File: config.mk
export PLATFORM = sky130hd
export DESIGN_NAME = clkdiv_sched_flat
export DESIGN_NICKNAME = d
export VERILOG_FILES = /design/src/rtl/clkdiv_sched_if.sv /design/src/rtl/clkdiv_sched.sv /design/src/flat_wrapper.sv
export SDC_FILE = /design/constraint.sdc
export NUM_CORES = 1
export LEC_CHECK = 0
export CORE_MARGIN = 2
export CORE_UTILIZATION = 45
export DETAILED_ROUTE_END_ITERATION = 10
export PLACE_DENSITY = 0.7
export SLEW_MARGIN = 0
export SYNTH_ARGS = -nofsm -noshare
export SYNTH_HDL_FRONTEND = slang
export SYNTH_SLANG_ARGS = --single-unit
File: constraint.sdc
create_clock -name clk -period 3.2 [get_ports clk]
set_clock_uncertainty 0.05 [all_clocks]
set_input_delay 0.48 -clock clk [delete_from_list [all_inputs] [get_ports clk]]
set_output_delay 0.48 -clock clk [all_outputs]
set_load 0.005 [all_outputs]
File: src/rtl/clkdiv_sched_if.sv
// Control/status bundle for the clock-enable scheduler: enable, ratio load
// handshake, and the generated timing outputs.
interface clkdiv_sched_if #(
  parameter int unsigned W = 8
);
  logic         enable;
  logic [W-1:0] div_in;
  logic         div_load;
  logic         div_ack;
  logic         busy;
  logic         err;
  logic         tick;
  logic         div_out;
  logic [W-1:0] count;

  modport master (
    output enable, div_in, div_load,
    input  div_ack, busy, err, tick, div_out, count
  );

  modport slave (
    input  enable, div_in, div_load,
    output div_ack, busy, err, tick, div_out, count
  );
endinterface

File: src/rtl/clkdiv_sched.sv
// Programmable clock-enable scheduler: tick every N enabled clocks, ~50% divided
// waveform, and a new ratio that takes effect only at a period boundary.
module clkdiv_sched #(
  parameter int unsigned W       = 8,
  parameter int unsigned DEF_DIV = 3
) (
  input  logic           clk,
  input  logic           rst,
  clkdiv_sched_if.slave  bus
);

  typedef enum logic [0:0] {
    ST_RUN  = 1'b0,
    ST_PEND = 1'b1
  } state_e;

  state_e       state_q, state_d;
  logic [W-1:0] count_q, count_d;
  logic [W-1:0] cur_div_q, cur_div_d;
  logic [W-1:0] pend_div_q, pend_div_d;
  logic         tick_q, tick_d;
  logic         div_out_q, div_out_d;
  logic         div_ack_q, div_ack_d;
  logic         busy_q, busy_d;
  logic         err_q, err_d;

  logic         wrap;
  logic [W-1:0] next_count;

  // State register; reset reinstates the default ratio and drops any pending load.
  always_ff @(posedge clk or negedge rst) begin
    if (!rst) begin
      state_q    <= ST_RUN;
      count_q    <= '0;
      cur_div_q  <= W'(DEF_DIV);
      pend_div_q <= '0;
      tick_q     <= 1'b0;
      div_out_q  <= 1'b0;
      div_ack_q  <= 1'b0;
      busy_q     <= 1'b0;
      err_q      <= 1'b0;
    end else begin
      state_q    <= state_d;
      count_q    <= count_d;
      cur_div_q  <= cur_div_d;
      pend_div_q <= pend_div_d;
      tick_q     <= tick_d;
      div_out_q  <= div_out_d;
      div_ack_q  <= div_ack_d;
      busy_q     <= busy_d;
      err_q      <= err_d;
    end
  end

  // Phase counter, waveform and ratio-load FSM.
  always_comb begin
    state_d    = state_q;
    count_d    = count_q;
    cur_div_d  = cur_div_q;
    pend_div_d = pend_div_q;
    tick_d     = 1'b0;
    div_out_d  = div_out_q;
    div_ack_d  = 1'b0;
    err_d      = 1'b0;

    wrap       = bus.enable && (count_q == (cur_div_q - W'(1)));
    next_count = wrap ? '0 : (count_q + W'(1));

    if (bus.enable) begin
      count_d   = next_count;
      tick_d    = wrap;
      div_out_d = (next_count < (cur_div_q >> 1));
    end

    case (state_q)
      ST_RUN: begin
        if (bus.div_load) begin
          if (bus.div_in >= W'(2)) begin
            pend_div_d = bus.div_in;
            state_d    = ST_PEND;
          end else begin
            err_d = 1'b1;
          end
        end
      end
      ST_PEND: begin
        // The ack wins over a coincident load so err and div_ack stay exclusive.
        if (wrap) begin
          cur_div_d = pend_div_q;
          div_ack_d = 1'b1;
          state_d   = ST_RUN;
        end else if (bus.div_load) begin
          err_d = 1'b1;
        end
      end
      default: state_d = ST_RUN;
    endcase

    busy_d = (state_d == ST_PEND);
  end

  assign bus.count   = count_q;
  assign bus.tick    = tick_q;
  assign bus.div_out = div_out_q;
  assign bus.div_ack = div_ack_q;
  assign bus.busy    = busy_q;
  assign bus.err     = err_q;

endmodule

File: src/flat_wrapper.sv
// flat-port wrapper written by rule: the top's interface ports become plain ports
module clkdiv_sched_flat 
#(
  parameter int unsigned W       = 8,
  parameter int unsigned DEF_DIV = 3
)
  (clk, rst, bus_enable, bus_div_in, bus_div_load, bus_div_ack, bus_busy, bus_err, bus_tick, bus_div_out, bus_count);
  clkdiv_sched_if #(.W(W)) bus_i ();
  input  logic clk;
  input  logic rst;
  input wire logic [$bits(bus_i.enable)-1:0] bus_enable;
  input wire logic [$bits(bus_i.div_in)-1:0] bus_div_in;
  input wire logic [$bits(bus_i.div_load)-1:0] bus_div_load;
  output wire logic [$bits(bus_i.div_ack)-1:0] bus_div_ack;
  output wire logic [$bits(bus_i.busy)-1:0] bus_busy;
  output wire logic [$bits(bus_i.err)-1:0] bus_err;
  output wire logic [$bits(bus_i.tick)-1:0] bus_tick;
  output wire logic [$bits(bus_i.div_out)-1:0] bus_div_out;
  output wire logic [$bits(bus_i.count)-1:0] bus_count;
  assign bus_i.enable = bus_enable;
  assign bus_i.div_in = bus_div_in;
  assign bus_i.div_load = bus_div_load;
  assign bus_div_ack = bus_i.div_ack;
  assign bus_busy = bus_i.busy;
  assign bus_err = bus_i.err;
  assign bus_tick = bus_i.tick;
  assign bus_div_out = bus_i.div_out;
  assign bus_count = bus_i.count;
  clkdiv_sched #(.W(W), .DEF_DIV(DEF_DIV)) u_core (.clk(clk), .rst(rst), .bus(bus_i));
endmodule
======== Word level (Yosys, flattened, before mapping) ========
Index checks and enable logic that the tools add are counted.
cells by class
  add/sub/neg operators ................... 2
  order comparisons ....................... 2
  equality and inequality tests ........... 1
  multiplexer cells ....................... 13
  bitwise gates (word level) .............. 1
  reduce and logical (&&, ||, !) cells .... 3
operators with widths
  cell                                                 count
  2-to-1 mux 1 bit                                     10
  adder 8 x 1 -> 8 bit, second input constant          1
  == test 8 bit                                        1
  >= comparator 8 x 2 -> 1 bit, second input constant  1
  < comparator 8 x 7 -> 1 bit                          1
  2-to-1 mux 8 bit                                     1
  subtractor 8 x 1 -> 8 bit, second input constant     1
  one-hot mux 1 bit (2 select lines)                   2
  AND reduction 3 bit                                  1
  AND reduction 2 bit                                  1
  logical AND 1 bit                                    1
  NOT 1 bit                                            1
word-level totals
  flip-flop bits (word level) ............. 29
  input port bits ......................... 12
  output and inout port bits .............. 13
  logic and storage cells ................. 30

======== Depth between registers and ports, before layout ========
Gate-level depths: netlist (run 1).
  depth after elaboration ................. 5
  gate-level depth with buffers ........... 14
  depth with buffers taken out ............ 13

======== Worst setup path after synthesis (run 1) ========
No wires, ideal clock.
  kind .................................... reg2reg
  from .................................... reg u_core.cur_div_q[1]
  to ...................................... reg u_core.div_out_q, in the netlist u_core.bus.div_out
  setup time .............................. 68 ps
  data arrival time ....................... 3,342 ps
  required time ........................... 3,082 ps
  path slack .............................. -260 ps
  stages on the path, launching flop included .. 14
  path buffers ............................ 1
  period minus slack after synthesis ...... 3,460 ps
  cells stage by stage .................... dfstp_2 -> inv_1 -> ha_1 -> or3b_1 -> or4_1 -> a211o_1 -> a211oi_2 -> buf_4 -> nor2_1 -> ha_1 -> or3_1 -> a21o_1 -> a22oi_1 -> a32o_1
on the way
  cells in the longest elaborated chain, start to end .. 5
RTL lines
  what                         line                source
  start, declared              clkdiv_sched.sv:19  logic [W-1:0] cur_div_q, cur_div_d;
  start signal, assigned       clkdiv_sched.sv:35  cur_div_q <= W'(DEF_DIV);
  start signal, assigned       clkdiv_sched.sv:45  cur_div_q <= cur_div_d;
  subtractor 8 x 1 -> 8 bit    clkdiv_sched.sv:66  wrap = bus.enable && (count_q == (cur_div_q - W'(1)));
  == test 8 bit                clkdiv_sched.sv:66
  logical AND 1 bit            clkdiv_sched.sv:66
  2-to-1 mux 8 bit             clkdiv_sched.sv:67  next_count = wrap ? '0 : (count_q + W'(1));
  net u_core.next_count[2]     clkdiv_sched.sv:28  logic [W-1:0] next_count;
  < comparator 8 x 7 -> 1 bit  clkdiv_sched.sv:72  div_out_d = (next_count < (cur_div_q >> 1));
  end signal, assigned         clkdiv_sched.sv:48  div_out_q <= div_out_d;
  end, declared                clkdiv_sched.sv:22  logic div_out_q, div_out_d;
The timed path passes the listed nets, and every way through them passes these cells.
A chain may end at the register's enable or synchronous reset.

======== Worst setup path in the final report (run 1) ========
  from .................................... reg u_core.cur_div_q[0]
  to ...................................... reg u_core.div_out_q, in the netlist u_core.bus.div_out
Same word-level chain as after synthesis.

==> results of run 1 <==
worst reg2reg max path, stage by stage, from the launching register on:
cell      delay, ns
dfstp_2        0.38
inv_2          0.06
ha_4           0.13
or3b_4         0.38
or4_4          0.41
a211o_1        0.31
a211oi_4       0.22
buf_6          0.17
nor2_1         0.06
ha_2           0.31
o21ai_0        0.13
a21oi_2        0.20
nand2b_1       0.08
a32o_1         0.25
report_power, final:
part | internal, W | total [W] | switching (W)
combinational | 0.000151 | 0.000280 | 0.000128
clock | 0.000253 | 0.000397 | 0.000144
sequential | 0.000385 | 0.000428 | 0.0000431
per-layer routing:
metal	GRT usage, %	vias to the layer above	wire (um)
met5	0	-	0
li1	-	705	-
met4	9.95	0	89
met1	23.7	664	1780
met2	33.1	37	1980
met3	5.07	8	162
path summary, 6_finish.rpt:
check                                                 start                              end  slack (ns)  depth (start not counted)
min in group asynchronous                               rst  u_core.bus.count[0]$_DFFE_PN0P_        0.52                          2
max reg2reg                 u_core.cur_div_q[0]$_DFFE_PN1P_   u_core.bus.div_out$_DFFE_PN0P_       -0.04                         13
min reg2reg                u_core.pend_div_q[5]$_DFFE_PN0P_  u_core.cur_div_q[5]$_DFFE_PN0P_        0.46                          1
max                         u_core.cur_div_q[0]$_DFFE_PN1P_   u_core.bus.div_out$_DFFE_PN0P_       -0.04                         13
min                        u_core.pend_div_q[5]$_DFFE_PN0P_  u_core.cur_div_q[5]$_DFFE_PN0P_        0.46                          1
max in group asynchronous                               rst  u_core.cur_div_q[1]$_DFFE_PN1P_        2.26                          2
sequential cells by signal (all words and copies together), names as in the netlist:
name / flops
u_core.bus.div_ack: 1
u_core.bus.tick: 1
u_core.bus.err: 1
u_core.cur_div_q: 8
u_core.bus.div_out: 1
u_core.state_q: 1
u_core.bus.count: 8
u_core.pend_div_q: 8
cells in the final DEF, fill, tap and decap left out, types with 4 or more instances in the layout:
cell / count
o21ai_0: 6
nor2_1: 10
xnor2_1: 8
nand3_1: 5
clkdlybuf4s50_1: 24
dfrtp_1: 27
xor2_1: 5
inv_1: 11
nand2_1: 10
mux2_2: 8
nand2b_1: 6
mux2_4: 8
clkbuf_8: 6
nor3_1: 7
buf_4: 18
and3_1: 4
cell families after synthesis:
group	synth area share, %
adders and majority gates	5.67
DFF	41.2
buffers and inverters	5.39
AOI/OAI and AO/OA	11.2
xor gates and xnor gates	6.45
muxes	12.5
and+or+nand+nor	17.6
area by class of cell:
class                      count  area [um^2]
fill                         302         1360
timing repair buffer          44          392
clock inverter                 1         30.0
clock buffer                   7         86.3
tap                           48         60.1
sequential                    29          728
multi-input combinational    125         1010
inverter                      13         48.8
repair_timing:
| action | 4_1_cts | 5_1_grt |
|---|---|---|
| buffers inserted | 5 | 2 |
| hold endpoints to repair | 0 | 0 |
| gates cloned | 1 | 0 |
| gates resized for setup | 3 | 10 |
| pin swaps | 5 | 10 |
| setup endpoints to repair | 1 | 1 |
stage by stage:
stage | hold slack [ns] | setup WS, ns | setup TNS (ns)
floorplan | 0.134 | -0.0445 | -0.0445
global placement | 0.438 | 0.0236 | 0
finish | 0.461 | -0.0381 | -0.0381
CTS | 0.469 | -0.0322 | -0.0322
detailed placement | 0.455 | -0.0937 | -0.0937
global route | 0.484 | -0.177 | -0.177
cells in the mapped netlist, types with 3 or more instances:
cell type,n
nand3b_1,3
o22ai_1,3
mux2_4,8
inv_1,13
xor2_1,5
nor3_1,7
o21ai_0,6
nand2b_1,6
clkbuf_1,6
a21oi_1,4
nand2_1,10
nor2_1,12
nand3_1,5
xnor2_1,8
dfrtp_1,27
mux2_2,8
ha_1,8
and3_1,4
==> flow_metrics.tcl, run 1 <==
set metrics [dict create \
    maxSlewViolCount 0 \
    critical_path_required_ns 3.33 \
    start_util_pct 47.5 \
    drive_gt1_share_pct 28.3 \
    syn_inst 176 \
    max_freq_mhz 309 \
    synth_cell_types 45 \
    violations "setup timing" \
    grt_pass1_wl_um 6480 \
    insertion_delay_ns 0.29 \
    fin_nets 238 \
    hold_viol 0 \
    fin_crit_ns 3.24 \
    slowest_delay_ns 0.41 \
    cts.path.max_buffers 2 \
    setup_viol 1 \
    dp_cells 251 \
    yosysSeqAreaShare_pct 41.2 \
    vias_per_cell 5.30 \
    synth_top_cell_by_area "dfrtp_1" \
    cpMaxStageDelayCell "or4_4" \
    maxCapViolCount 0 \
    core_area_um2 3720 \
    num_antenna_cells 0 \
    cp_max_fo 5 \
    stdcell_area_um2 2360 \
    num_vias 1414 \
    synthTopCellsByArea "dfrtp_1 (38%), mux2_4 (6.8%), ha_1 (5.7%)" \
    power_w 0.00111 \
    antenna_found_initial 0 \
    power.density_nw_per_um2 469 \
    htreeDepth 2 \
    synth_edf_count 0 \
    cp.buffers_inverters 2 \
    synth_top_cell_area_share_pct 38.3 \
    drc 0 \
    crit_family "compound AO/OA/AOI/OAI gates" \
    maxSlewHeadroom_pct 47.2 \
    clk_pin_slew_worst_paths_ns 0.06 \
    drt-total-wl_um 4010 \
    fp-row-count 22 \
    routedWlPerCell_um 15.0 \
    numPortBuffers 24 \
    synth_flop_cell "dfrtp_1" \
    placed_area_um2 2130 \
    grt_max_degree 30 \
    place.gp.congestion 0.954 \
    fin_ws_ns -0.0381 \
    ioPinCount 25 \
    die_y_um 66.6 \
    cts_root_buf "clkbuf_8" \
    ys_ff_latch 29 \
    syn_area_um2 1770 \
    crit_arrival_ns 3.37 \
    first_iter_violations 91 \
    dp_hpwl_um 2840 \
    tightest_slew_ns 0.792 \
    hold_buffers 0 \
    synth-async-reset-ratio_pct 100 \
    synth_warnings 0 \
    hold_path_class "reg2reg" \
    max-vdd-ir-drop_mv 0.230 \
    drtPass1Iterations 4 \
    end_kind "flip-flop" \
    synth.avg_cell_area_um2 10.0 \
    grt_setup_unrepaired "yes" \
    path_cells "inv_2 > ha_4 > or3b_4 > or4_4 > a211o_1 > a211oi_4 > buf_6 > nor2_1 > ha_2 > o21ai_0 > a21oi_2 > nand2b_1 > a32o_1" \
    p_leak_nw 1.07 \
    cts_tree "built" \
    final-instance-count-excl-fill 267 \
    grt_usage_pct 19.9 \
    synth_nets 196 \
    syn_to_final_growth_pct 33.5 \
    critPathKind "reg2reg" \
    grt_pass1_vias 1432 \
    status "complete, but fails checks" \
    critPathLaunchType "flip-flop" \
    period_share_pct 101 \
    fin_util_pct 63.4 \
    overflow 0 \
    die_x_um 66.6 \
    cts_sinks 29 \
    ant_nets 0 \
    dieArea_um2 4440 \
    cts_buffers 5 \
]
Power figures use the tool's default switching activity.
==> run 2: changes to the inputs <==
--- a/config.mk
+++ b/config.mk
@@ -6,9 +6,8 @@
 export NUM_CORES = 1
 export LEC_CHECK = 0
 export CORE_MARGIN = 2
-export CORE_UTILIZATION = 45
+export CORE_UTILIZATION = 40
 export DETAILED_ROUTE_END_ITERATION = 10
-export PLACE_DENSITY = 0.7
 export SLEW_MARGIN = 0
 export SYNTH_ARGS = -nofsm -noshare
 export SYNTH_HDL_FRONTEND = slang
==> flow_metrics.tcl, run 2 (synthesized netlist as in run 1, its figures left out) <==
set metrics [dict create \
    cts_buffers 5 \
    maxCapViolCount 0 \
    drt-total-wl_um 3950 \
    place.gp.congestion 0.843 \
    power.density_nw_per_um2 427 \
    maxSlewHeadroom_pct 44.8 \
    grt_pass1_wl_um 6760 \
    wl_met1_um 1820 \
    r2r_slack_ns 0.006 \
    dp_slack_ns -0.0508 \
    fin_crit_ns 3.19 \
    first_iter_violations 59 \
    num_vias 1457 \
    r2r_start "u_core.cur_div_q[1]$_DFFE_PN1P_" \
    cpMaxStageDelayCell "or4_1" \
    final_common_cell "dfrtp_1" \
    final-instance-count-excl-fill 273 \
    fp-row-count 24 \
    maxSlewViolCount 0 \
    critPathLaunchType "flip-flop" \
    insertion_delay_ns 0.29 \
    max_freq_mhz 313 \
    p_leak_nw 1.06 \
    routed-wl-met2_um 1820 \
    hold_depth 1 \
    critPathKind "reg2reg" \
    hold_viol 0 \
    setup_tns_ns 0 \
    grt_max_degree 30 \
    syn_to_final_growth_pct 32.2 \
    num_antenna_cells 0 \
    core_area_um2 4290 \
    drtPass1Iterations 4 \
    route.met3.wl_um 195 \
    tightest_slew_ns 0.828 \
    hold_path_class "reg2reg" \
    die_x_um 70.4 \
    layout_common_cells "dfrtp_1 (27), clkdlybuf4s50_1 (24), buf_4 (20)" \
    max-vdd-ir-drop_mv 0.198 \
    critical_path_required_ns 3.38 \
    min_to "u_core.cur_div_q[7]$_DFFE_PN0P_" \
    dp_cells 259 \
    cts_root_buf "clkbuf_8" \
    drc 0 \
    dieArea_um2 4960 \
    antenna_found_initial 0 \
    cts_sinks 29 \
    status "complete, no violations" \
    htreeDepth 2 \
    crit_arrival_ns 3.37 \
    dp_hpwl_um 2910 \
    die_y_um 70.4 \
    cp_max_fo 3 \
    numPortBuffers 24 \
    grt_setup_unrepaired "yes" \
    start_util_pct 41.1 \
    worstHoldStart "u_core.pend_div_q[7]$_DFFE_PN0P_" \
    drive_gt1_share_pct 27.6 \
    ant_nets 0 \
    r2r_cells 13 \
    stdcell_area_um2 2330 \
    r2r-end "u_core.bus.div_out$_DFFE_PN0P_" \
    clk_pin_slew_worst_paths_ns 0.07 \
    power_w 0.000996 \
    overflow 0 \
    cts.path.max_buffers 2 \
    placed_area_um2 2170 \
    slowest_delay_ns 0.40 \
    setup_viol 0 \
    path_cells "inv_2 > ha_4 > or3b_4 > or4_1 > a211o_1 > a211oi_4 > buf_4 > nor2_1 > ha_2 > or3_4 > a21o_1 > a22oi_2 > a32o_1" \
    hold_buffers 0 \
    vias_per_cell 5.34 \
    highest_layer "met4" \
    cts_tree "built" \
    ioPinCount 25 \
    grt_pass1_vias 1517 \
    fin_nets 240 \
    grt_usage_pct 17.5 \
    period_share_pct 99.8 \
    end_kind "flip-flop" \
    fin_ws_ns 0.00644 \
    routedWlPerCell_um 14.5 \
]
==> run 2: layout make-up <==
type / count / area [um^2]
Fill cell: 384 / 1960
Multi-Input combinational cell: 125 / 992
Sequential cell: 29 / 728
Timing Repair Buffer: 46 / 413
Clock buffer: 5 / 68.8
Tap cell: 52 / 65.1
Inverter: 13 / 48.8
Clock inverter: 3 / 17.5
==> run 2: how the worst max path moves through the flow <==
stage / from / end / slack, ns / cells after the start
after CTS: u_core.cur_div_q[1]$_DFFE_PN1P_ / u_core.bus.div_out$_DFFE_PN0P_ / -0.05 / 14
final: u_core.cur_div_q[1]$_DFFE_PN1P_ / u_core.bus.div_out$_DFFE_PN0P_ / 0.006 / 13
after floorplan: u_core.cur_div_q[1]$_DFFE_PN1P_ / u_core.bus.div_out$_DFFE_PN0P_ / -0.04 / 13
after detailed placement: u_core.cur_div_q[1]$_DFFE_PN1P_ / u_core.bus.div_out$_DFFE_PN0P_ / -0.05 / 13
after global routing: u_core.cur_div_q[1]$_DFFE_PN1P_ / u_core.bus.div_out$_DFFE_PN0P_ / -0.13 / 14
after global placement: u_core.cur_div_q[1]$_DFFE_PN1P_ / u_core.bus.div_out$_DFFE_PN0P_ / 0.03 / 12
==> run 2: what timing repair did <==
| action | CTS | global route |
|---|---|---|
| setup endpoints to repair | 1 | 1 |
| pin swaps | 5 | 3 |
| buffers inserted | 4 | 2 |
| resized for setup | 5 | 5 |
==> run 2: where the power goes <==
| group | internal [W] | total (W) | leakage, nW | switching (W) |
|---|---|---|---|---|
| Sequential | 0.000385 | 0.000429 | 0.378 | 0.0000438 |
| Combinational | 0.000148 | 0.000271 | 0.642 | 0.000123 |
| Clock | 0.000150 | 0.000297 | 0.0439 | 0.000147 |
==> run 2: per-layer routing <==
metal / vias up / GRT usage, %
met5: - / 0
met4: 0 / 9.19
met3: 12 / 5.19
met2: 38 / 27.6
met1: 696 / 21.5
li1: 711 / -
==> run 2: critical path: cells and delay by family, from the launching register on <==
| kind | cells | cell delay, ns |
|---|---|---|
| compound gates | 5 | 0.96 |
| simple gates | 4 | 1.19 |
| flops | 1 | 0.37 |
| buf+inv | 2 | 0.23 |
| fa+ha+maj | 2 | 0.33 |
==> run 2: through the flow <==
step | hold WS (ns) | util (%)
3_3_place_gp | 0.440 | 50.5
4_1_cts | 0.460 | 53.6
2_1_floorplan | 0.134 | -
3_5_place_dp | 0.445 | 50.5
5_1_grt | 0.475 | 54.3
6_report | 0.454 | 54.3
==> run 3: changes to the inputs <==
--- a/config.mk
+++ b/config.mk
@@ -8,6 +8,7 @@
 export CORE_MARGIN = 2
 export CORE_UTILIZATION = 40
 export DETAILED_ROUTE_END_ITERATION = 10
+export GPL_TIMING_DRIVEN = 0
 export SLEW_MARGIN = 0
 export SYNTH_ARGS = -nofsm -noshare
 export SYNTH_HDL_FRONTEND = slang
==> constraint.sdc (replaced) <==
create_clock -name clk -period 3.5 [get_ports clk]
set_clock_uncertainty 0.05 [all_clocks]
set_input_delay 0.525 -clock clk [delete_from_list [all_inputs] [get_ports clk]]
set_output_delay 0.525 -clock clk [all_outputs]
set_load 0.005 [all_outputs]
==> flow_metrics.tcl, run 3 (synthesized netlist as in run 1, its figures left out) <==
set metrics [dict create \
    status "complete, no violations" \
    fp-row-count 24 \
    grt_usage_pct 16.5 \
    first_iter_violations 52 \
    r2r_slack_ns 0.12 \
    period_share_pct 96.5 \
    overflow 0 \
    place.gp.congestion 0.884 \
    syn_to_final_growth_pct 27.8 \
    slowest_delay_ns 0.41 \
    seq_power_share_pct 41.1 \
    end_kind "flip-flop" \
    cts_tree "built" \
    num_vias 1411 \
    layout_common_cells "dfrtp_1 (27), clkdlybuf4s50_1 (22), inv_1 (12), nor2_1 (12), nand2_1 (10)" \
    crit_arrival_ns 3.54 \
    crit_family "simple AND/OR/NAND/NOR gates" \
    grt_pass1_vias 1431 \
    die_y_um 70.4 \
    final_common_cell "dfrtp_1" \
    fin_util_pct 52.5 \
    hold_viol 0 \
    ioPinCount 25 \
    p_leak_nw 1.02 \
    drt-total-wl_um 3650 \
    antenna_found_initial 0 \
    grt_setup_unrepaired "no" \
    cts.path.max_buffers 2 \
    clk_pin_slew_worst_paths_ns 0.07 \
    max_freq_mhz 296 \
    critical_path_required_ns 3.66 \
    die_x_um 70.4 \
    critPathLaunchType "flip-flop" \
    routedWlPerCell_um 13.6 \
    dieArea_um2 4960 \
    drc 0 \
    insertion_delay_ns 0.28 \
    cp_max_fo 6 \
    final-instance-count-excl-fill 268 \
    power.density_nw_per_um2 398 \
    grt_max_degree 30 \
    hold_path_class "in2async" \
    placed_area_um2 2060 \
    num_antenna_cells 0 \
    fin_crit_ns 3.38 \
    ant_nets 0 \
    switchingPower_w 0.000273 \
    htreeDepth 2 \
    pwr-share-clk_pct 28.9 \
    dp_cells 251 \
    core_area_um2 4290 \
    setup_viol 0 \
    cts_sinks 29 \
    numPortBuffers 23 \
    cp.buffers_inverters 2 \
    cts_buffers 5 \
    hold_slack_ns 0.219 \
    critPathKind "reg2reg" \
    stdcell_area_um2 2260 \
    maxSlewViolCount 0 \
    power_w 0.000898 \
    swShare_pct 30.4 \
    dp_hpwl_um 2620 \
    cts_root_buf "clkbuf_8" \
    max-vdd-ir-drop_mv 0.221 \
    vias_per_cell 5.26 \
    tightest_slew_ns 0.831 \
    drtPass1Iterations 4 \
    r2r_start "u_core.cur_div_q[1]$_DFFE_PN1P_" \
    maxSlewHeadroom_pct 44.6 \
    grt_pass1_wl_um 6560 \
    start_util_pct 41.1 \
    intPower_w 0.000625 \
    drive_gt1_share_pct 22.2 \
    r2r-end "u_core.bus.div_out$_DFFE_PN0P_" \
    hold_buffers 0 \
    maxCapViolCount 0 \
    fin_nets 235 \
    path_cells "inv_2 > ha_4 > or3b_4 > or4_4 > a211o_1 > a211oi_4 > buf_6 > nor2_1 > ha_1 > or3_4 > a21oi_1 > nand2b_1 > a32o_1" \
    r2r_cells 13 \
    cpMaxStageDelayCell "or4_4" \
    pwr-share-comb_pct 30.0 \
]
run 3: power groups by stage:
| stage | Sequential, W | Combinational (W) | Clock, W |
|---|---|---|---|
| floorplan | 0.000374 | 0.000159 | 0 |
| global placement | 0.000373 | 0.000241 | 0 |
| detailed placement | 0.000375 | 0.000247 | 0 |
| CTS | 0.000369 | 0.000249 | 0.000271 |
| global route | 0.000371 | 0.000304 | 0.000289 |
| finish | 0.000369 | 0.000270 | 0.000259 |
run 3: worst register-to-register path: stages (launching register included):
cell      delay [ns]
dfstp_2         0.39
inv_2           0.08
ha_4            0.14
or3b_4          0.38
or4_4           0.41
a211o_1         0.31
a211oi_4        0.31
buf_6           0.17
nor2_1          0.05
ha_1            0.20
or3_4           0.37
a21oi_1         0.17
nand2b_1        0.14
a32o_1          0.17
run 3: timing repair:
| action | CTS | global route |
|---|---|---|
| pin swaps | 1 | 4 |
| setup endpoints to repair | 1 | 1 |
| setup buffers | 2 | 7 |
| gates resized for setup | 2 | 10 |
run 3: how the worst max path moves through the flow:
stage	start	endpoint	slack, ns	cells after the start
after global placement	u_core.cur_div_q[1]$_DFFE_PN1P_	u_core.bus.div_out$_DFFE_PN0P_	-0.45	13
after CTS	u_core.cur_div_q[1]$_DFFE_PN1P_	u_core.bus.div_out$_DFFE_PN0P_	0.03	13
after global routing	u_core.cur_div_q[1]$_DFFE_PN1P_	u_core.bus.div_out$_DFFE_PN0P_	0.009	14
after detailed placement	u_core.cur_div_q[1]$_DFFE_PN1P_	u_core.bus.div_out$_DFFE_PN0P_	-0.44	13
after floorplan	u_core.cur_div_q[1]$_DFFE_PN1P_	u_core.bus.div_out$_DFFE_PN0P_	0.04	13
final	u_core.cur_div_q[1]$_DFFE_PN1P_	u_core.bus.div_out$_DFFE_PN0P_	0.12	13
run 3: cell type report:
| cell class | instances | area [um^2] |
|---|---|---|
| clock inverter | 2 | 10.0 |
| multi-input combinational | 125 | 985 |
| clock buffer | 6 | 72.6 |
| tap | 52 | 65.1 |
| buffer | 9 | 50.0 |
| sequential | 29 | 728 |
| inverter | 13 | 48.8 |
| timing repair buffer | 32 | 297 |
| fill | 403 | 2040 |
run 3: through the flow:
stage          setup slack (ns)  TNS, ns
4_1_cts                  0.0317        0
3_3_place_gp             -0.450   -0.450
6_report                  0.124        0
5_1_grt                 0.00889        0
2_1_floorplan            0.0400        0
3_5_place_dp             -0.438   -0.438
run 3: metal layers:
layer	up-vias	global-route usage, %	share of wire (%)
li1	698	-	-
met1	676	21.0	46
met2	31	27.7	48
met3	6	4.33	4.2
met4	0	4.27	1.4
met5	-	0	0
